==> src/rtl/instr_encoder.sv <==
// instr_encoder: packs RV32 I/S-type fields into a 32-bit word behind a one-entry output register.
// B-type support is compiled in only when INSTR_ENCODER_BTYPE_EN is defined.
module instr_encoder #(
   parameter logic [31:0] BASE_ADDR = 32'h0000_0000
) (
   input  logic        clk,
   input  logic        rst,
   input  logic        in_valid,
   output logic        in_ready,
   input  logic [1:0]  in_fmt,
   input  logic [6:0]  in_opcode,
   input  logic [2:0]  in_funct3,
   input  logic [4:0]  in_rd,
   input  logic [4:0]  in_rs1,
   input  logic [4:0]  in_rs2,
   input  logic [31:0] in_imm,
   output logic        out_valid,
   input  logic        out_ready,
   output logic [31:0] out_instr,
   output logic [31:0] out_addr,
   output logic        err,
   output logic [15:0] count
);

   localparam logic [1:0] FMT_I = 2'b00;
   localparam logic [1:0] FMT_S = 2'b01;
`ifdef INSTR_ENCODER_BTYPE_EN
   localparam logic [1:0] FMT_B = 2'b10;
`endif

   logic        r_out_valid;
   logic [31:0] r_out_instr;
   logic [31:0] r_out_addr;
   logic [31:0] r_addr_cnt;
   logic [15:0] r_count;
   logic        r_err;

   logic        w_xfer;
   logic        w_fmt_ok;
   logic        w_imm_ok;
   logic        w_load;
   logic        w_reject;
   logic        w_imm12_ok;
   logic [31:0] w_word;

   // Handshake: a request transfers when in_valid && in_ready; the output word is
   // taken when out_valid && out_ready. in_ready depends combinationally only on out_ready.
   assign in_ready = !r_out_valid || out_ready;
   assign w_xfer   = in_valid && in_ready;

   assign w_imm12_ok = (in_imm[31:11] == {21{in_imm[31]}});
`ifdef INSTR_ENCODER_BTYPE_EN
   logic w_imm13_ok;
   assign w_imm13_ok = (in_imm[31:12] == {20{in_imm[31]}}) && !in_imm[0];
`endif

   always_comb begin
      w_fmt_ok = 1'b0;
      w_imm_ok = 1'b0;
      w_word   = 32'd0;
      case (in_fmt)
         FMT_I: begin
            w_fmt_ok = 1'b1;
            w_imm_ok = w_imm12_ok;
            w_word   = {in_imm[11:0], in_rs1, in_funct3, in_rd, in_opcode};
         end
         FMT_S: begin
            w_fmt_ok = 1'b1;
            w_imm_ok = w_imm12_ok;
            w_word   = {in_imm[11:5], in_rs2, in_rs1, in_funct3, in_imm[4:0], in_opcode};
         end
`ifdef INSTR_ENCODER_BTYPE_EN
         FMT_B: begin
            w_fmt_ok = 1'b1;
            w_imm_ok = w_imm13_ok;
            w_word   = {in_imm[12], in_imm[10:5], in_rs2, in_rs1, in_funct3,
                        in_imm[4:1], in_imm[11], in_opcode};
         end
`endif
         default: begin
            w_fmt_ok = 1'b0;
         end
      endcase
   end

   assign w_load   = w_xfer && w_fmt_ok && w_imm_ok;
   assign w_reject = w_xfer && !(w_fmt_ok && w_imm_ok);

   // A rejected request never touches the output register, address or count.
   always_ff @(posedge clk) begin
      if (rst) begin
         r_out_valid <= 1'b0;
         r_out_instr <= 32'd0;
         r_out_addr  <= BASE_ADDR;
         r_addr_cnt  <= BASE_ADDR;
         r_count     <= 16'd0;
         r_err       <= 1'b0;
      end else begin
         if (w_load) begin
            r_out_valid <= 1'b1;
            r_out_instr <= w_word;
            r_out_addr  <= r_addr_cnt;
            r_addr_cnt  <= r_addr_cnt + 32'd4;
            if (r_count != 16'hFFFF) begin
               r_count <= r_count + 16'd1;
            end
         end else if (out_ready) begin
            r_out_valid <= 1'b0;
         end
         if (w_reject) begin
            r_err <= 1'b1;
         end
      end
   end

   assign out_valid = r_out_valid;
   assign out_instr = r_out_instr;
   assign out_addr  = r_out_addr;
   assign err       = r_err;
   assign count     = r_count;

endmodule

==> config.mk <==
export PLATFORM = sky130hd
export DESIGN_NAME = instr_encoder
export DESIGN_NICKNAME = d
export VERILOG_FILES = /design/src/rtl/instr_encoder.sv
export SDC_FILE = /design/constraint.sdc
export NUM_CORES = 1
export LEC_CHECK = 0
export ABC_CLOCK_PERIOD_IN_PS = 2100
export CORE_MARGIN = 4
export CORE_UTILIZATION = 30
export CTS_CLUSTER_SIZE = 25
export DETAILED_ROUTE_END_ITERATION = 10
export GPL_TIMING_DRIVEN = 0
export SYNTH_ARGS = -nofsm -noshare
export SYNTH_HDL_FRONTEND = slang
export SYNTH_SLANG_ARGS = --single-unit
==> constraint.sdc <==
create_clock -name clk -period 2.1 [get_ports clk]
set_input_delay 0.42 -clock clk [delete_from_list [all_inputs] [get_ports clk]]
set_output_delay 0.42 -clock clk [all_outputs]
set_load 0.01 [all_outputs]
* Word-level counts from Yosys, hierarchy flattened *
Cells that the tools add are included.

word-level totals
  ROM bits = 0
  register bits after elaboration = 114
  logic and storage cells = 28
  memories = 0
  RAM bits = 0
  input port bits = 63
  output and inout bits = 83
  bits in latches = 0

operators by class
  multiplexer cells = 5
  shift-type cells = 0
  bitwise gates (word level) = 0
  add/subtract/negate cells = 2
  magnitude comparators = 0
  reductions and logical operators = 12
  multiply operators = 0
  equality and inequality tests = 3
  divide/modulo/power cells = 0

operators with widths
  kind                     number
  $pmux W32 S2             1
  $add A32 B3 Y32 const B  1
  $eq A20 B20 Y1           1
  $add A16 B1 Y16 const B  1
  $ne A16 B16 Y1 const B   1
  $logic_and A1 B1 Y1      5
  $mux W1                  4
  $eq A2 B1 Y1 const B     1
  $logic_not A1 Y1         2
  $logic_not A2 Y1         1
  $reduce_and A2 Y1        1
  $reduce_bool A2 Y1       1
  $reduce_or A2 Y1         1
  $logic_or A1 B1 Y1       1

* Depth between registers and ports, before layout *
  depth in word-level cells = 6
  depth in mapped cells = 8
  mapped depth without buffers = 6

* Worst setup path before layout *
OpenSTA, ideal clock, no wires.

  path kind = reg2reg
  from = reg r_count[0] (netlist: count[0])
  to = reg r_count[6] (netlist: count[6])
  period minus slack after synthesis = 2269 ps
  data arrival time = 2148 ps
  slack = -169 ps
  data required time = 1979 ps
  cell stages (with the launch flop) = 8
  path through = dfxtp_1 > ha_1 > nand3_1 > or4b_2 > nor2_2 > buf_4 > nor3_1 > mux2_2

on the way
  longest elaborated chain between the ends = 2
  elaborated cells between the ends (all ways) = 3
  classes of those cells = add/sub: 1; eq/ne: 1; reduce/logical: 1

RTL lines
  what                                                     RTL line  RTL
  from (decl)                                              35        logic [15:0] r_count;
  from (signal assigned)                                   105       r_count <= r_count + 16'd1;
  branches (longest 2 deep; another with $add A16 B1 Y16)  n/a

Several ways; the timed one is not identified.
A chain may end at the register's enable or synchronous reset.

* Final worst setup path *
  from = reg r_addr_cnt[11]
  to = reg r_addr_cnt[22]

on the way
  longest elaborated chain between the ends = 1

RTL lines
  what                    RTL line  RTL
  from (decl)             34        logic [31:0] r_addr_cnt;
  from (signal assigned)  103       r_addr_cnt <= r_addr_cnt + 32'd4;
  $add A32 B3 Y32         103

No other way between the ends.

==> reports/metrics.csv <==
stage,metric,value,unit
outcome,outcome,"finished, final reports clean",
sta,worst slew pin tran,697,ps
route,DRT Pass-1 Iters,6,
synth,Yosys reg bits,110,
critical_path,R2R depth,5,
route,drt wl/cell,18.1,um
clocking,CTS root buffer,clkbuf_16,
global_routing,largest net degree at the start of global routing,19,
floorplanning,IO Count,146,
critical_path,critical path peak fanout,5,
global_routing,vias in the first global route,5595,
clocking,Clock Latency Late Sink,360,ps
floorplanning,starting density of the core,0.308,
route,Initial DRC Count,374,
synth,Post-Syn Area,5370,um^2
power_and_ir_drop,switch share,0.243,
synth,Post-synth top flop,dfxtp_1,
worst_hold_path,Worst Hold Class,flop to flop,
final_layout,Finished Layout Cells,1052,
critical_path,Setup crit end kind,flop,
power_and_ir_drop,total power,3980,uW
clocking,CTS sink cnt,110,
synth,Syn Inst Count,649,
synth,fraction of registers with async set/reset,0,
sta,final setup violating endpoints,0,
power_and_ir_drop,internal power,3020,uW
power_and_ir_drop,leak pwr,0.00282,uW
power_and_ir_drop,clock share of power,0.413,
place,HPWL Detailed,13.5,mm
route,Antenna Violating Nets Remaining,0,
final_layout,fin nets,888,
final_layout,design area,8030,um^2
place,post-place instance area,7080,um^2
synth,"Avg Cell Area, Syn",8.28,um^2
sta,max-slew violation count,0,
clocking,clock tree buffer depth,2,
power_and_ir_drop,PwrDens,496,nW/um^2
worst_hold_path,WHS Path Cells,2,
synth,Post-synth EDFFs,0,
place,I/O Buffers,141,
final_layout,# diodes,0,
floorplanning,row count,48,
final_layout,Layout area overhead,49.5,%
floorplanning,core area,17400,um^2
sta,worst setup margin,40.6,ps
power_and_ir_drop,Comb pwr share,0.066,
sta,Final Hold Viols,0,
final_layout,"commonest non-fill, non-tap cell in the layout",clkdlybuf4s50_1,
sta,Slew Limit Headroom,0.535,
critical_path,"Worst Path Class, Setup",flop to flop,
route,drc violations,0,
critical_path,critical path required time,2390,ps
floorplanning,Die ar.,20100,um^2
clocking,CTS Hold Bufs,0,
floorplanning,die height,142,um
place,post-placement cell count,1016,
global_routing,gr ovfl total,0,
floorplanning,chip width,142,um
global_routing,first-pass GRT wire length,30.2,mm
clocking,TritonCTS clock tree,yes,
global_routing,initial antenna violation count,0,
clocking,clk slew on worst S/H paths,80,ps
power_and_ir_drop,sequential share of power,0.521,
place,Final Wtd Congestion,0.819,
final_layout,"commonest non-fill, non-tap cells in the layout","clkdlybuf4s50_1, dfxtp_1, a21oi_1, o21ai_0, nand3_1",
place,dpl ws,-1230,ps
clocking,htree depth,3,
power_and_ir_drop,maximum vdd drop,0.374,mV
clocking,cts bufs inserted,9,
route,Vias,5646,
sta,fmax,486,MHz
final_layout,filler cell count,1714,
sta,Max Clock Skew,9.79,ps
global_routing,Tot GR Track Use,0.186,
synth,Yosys warnings,0,
power_and_ir_drop,Psw,966,uW
sta,Final period util,0.981,
synth,"Seq/Total Area, Yosys",0.410,
route,routed wire length,19.0,mm
synth,Synth cell types,44,
critical_path,Worst setup SP type,flop,
sta,crit path time final,2060,ps
critical_path,Worst Path Arrival,2350,ps
flow_run,Max Cap Viol,0,
final_layout,share of layout cells above drive strength 1,0.213,
route,routed vias/inst,5.37,
-- cells by family (layout without fill, tap and decap cells) --
kind of cell | Yosys count | in the layout | share of synthesized area
AND/OR/NAND/NOR | 260 | 260 | 0.283
AO/OA/AOI/OAI | 166 | 166 | 0.166
flip-flops | 110 | 110 | 0.410
buffers and inverters | 70 | 247 | 0.0543
multiplexers | 40 | 40 | 0.0815
adder cells (fa/ha/maj) | 2 | 2 | 0.00466
other | 1 | 2 | 0.000698
-- power by group through the flow --
stage	clock network [uW]	logic, uW	registers (uW)
3_3_place_gp	0	253	2140
4_1_cts	1680	262	2080
6_report	1650	261	2080
2_1_floorplan	0	88.7	2140
3_5_place_dp	0	254	2140
5_1_grt	1760	282	2080
-- what timing repair did --
| action | in CTS | in global routing |
|---|---|---|
| endpoints found under the setup margin | 110 | 108 |
| resized for setup | 123 | 64 |
| buffers inserted | 15 | 6 |
| gates cloned | 2 | 0 |
| pin swaps | 18 | 9 |
-- worst max-delay path, cell delays in order (launching register included) --
cell,delay [ps]
dfxtp_4,380
nand4_4,110
or3_4,380
or4_4,550
or4_4,430
a21oi_2,150
-- registers in the layout, summed over array words and instances (netlist names) --
| signal | cells |
|---|---|
| count | 16 |
| err | 1 |
| out_instr | 32 |
| out_valid | 1 |
| out_addr | 30 |
| r_addr_cnt | 30 |
-- cell usage after synthesis, types with 2 or more instances --
library cell	count	area (um^2)
mux2i_1	10	100
and4_1	4	35.0
nor2b_1	31	194
nor3_1	20	100
o21ai_1	2	10.0
nor4_1	13	81.3
buf_2	3	15.0
o41ai_1	2	17.5
o21ai_0	65	325
o21a_1	2	15.0
nand4_1	22	138
buf_1	4	15.0
o311ai_0	2	17.5
or2_2	2	12.5
nand3_1	51	255
mux2_2	30	338
buf_4	5	37.5
or4_1	21	158
o31ai_1	11	82.6
and3_1	9	56.3
nand2_1	14	52.6
and2_1	3	18.8
ha_1	2	25.0
inv_1	6	22.5
clkbuf_1	51	191
dfxtp_1	110	2200
nor2_1	40	150
nand4b_1	22	193
a21oi_1	77	385
-- worst paths after layout --
check | end | from | slack, ps
min reg2reg | out_instr[19] | out_instr[19] | 470
max | r_addr_cnt[22] | r_addr_cnt[11] | 40
min | out_instr[19] | out_instr[19] | 470
max reg2reg | r_addr_cnt[22] | r_addr_cnt[11] | 40
-- stage by stage --
stage | utilization | setup TNS (ps) | hold WS, ps
6_report | 0.461 | 0 | 475
5_1_grt | 0.461 | -4.00 | 496
4_1_cts | 0.453 | 0 | 476
3_5_place_dp | 0.407 | -106460 | 466
3_3_place_gp | 0.407 | -103960 | 457
2_1_floorplan | - | 0 | 452
-- per-layer routing --
layer | up-vias | wire, um | track usage
met5 | - | 0 | 0
met4 | 0 | 320 | 0.0500
met3 | 24 | 1380 | 0.0354
met2 | 188 | 8700 | 0.301
met1 | 2680 | 8610 | 0.255
li1 | 2754 | - | -
-- area by class of cell --
class                   instances  area (um^2)  area share
plain buffers                  62          400      0.0498
multi-input cells             470         3230       0.402
clock buffers                   9          225      0.0280
inverters                       6         22.5     0.00280
clock inverters                 6         47.5     0.00592
well taps                     225          282      0.0350
repair buffers                164         1580       0.197
flip-flops and latches        110         2240       0.279
(Power assumes the default switching activity.)
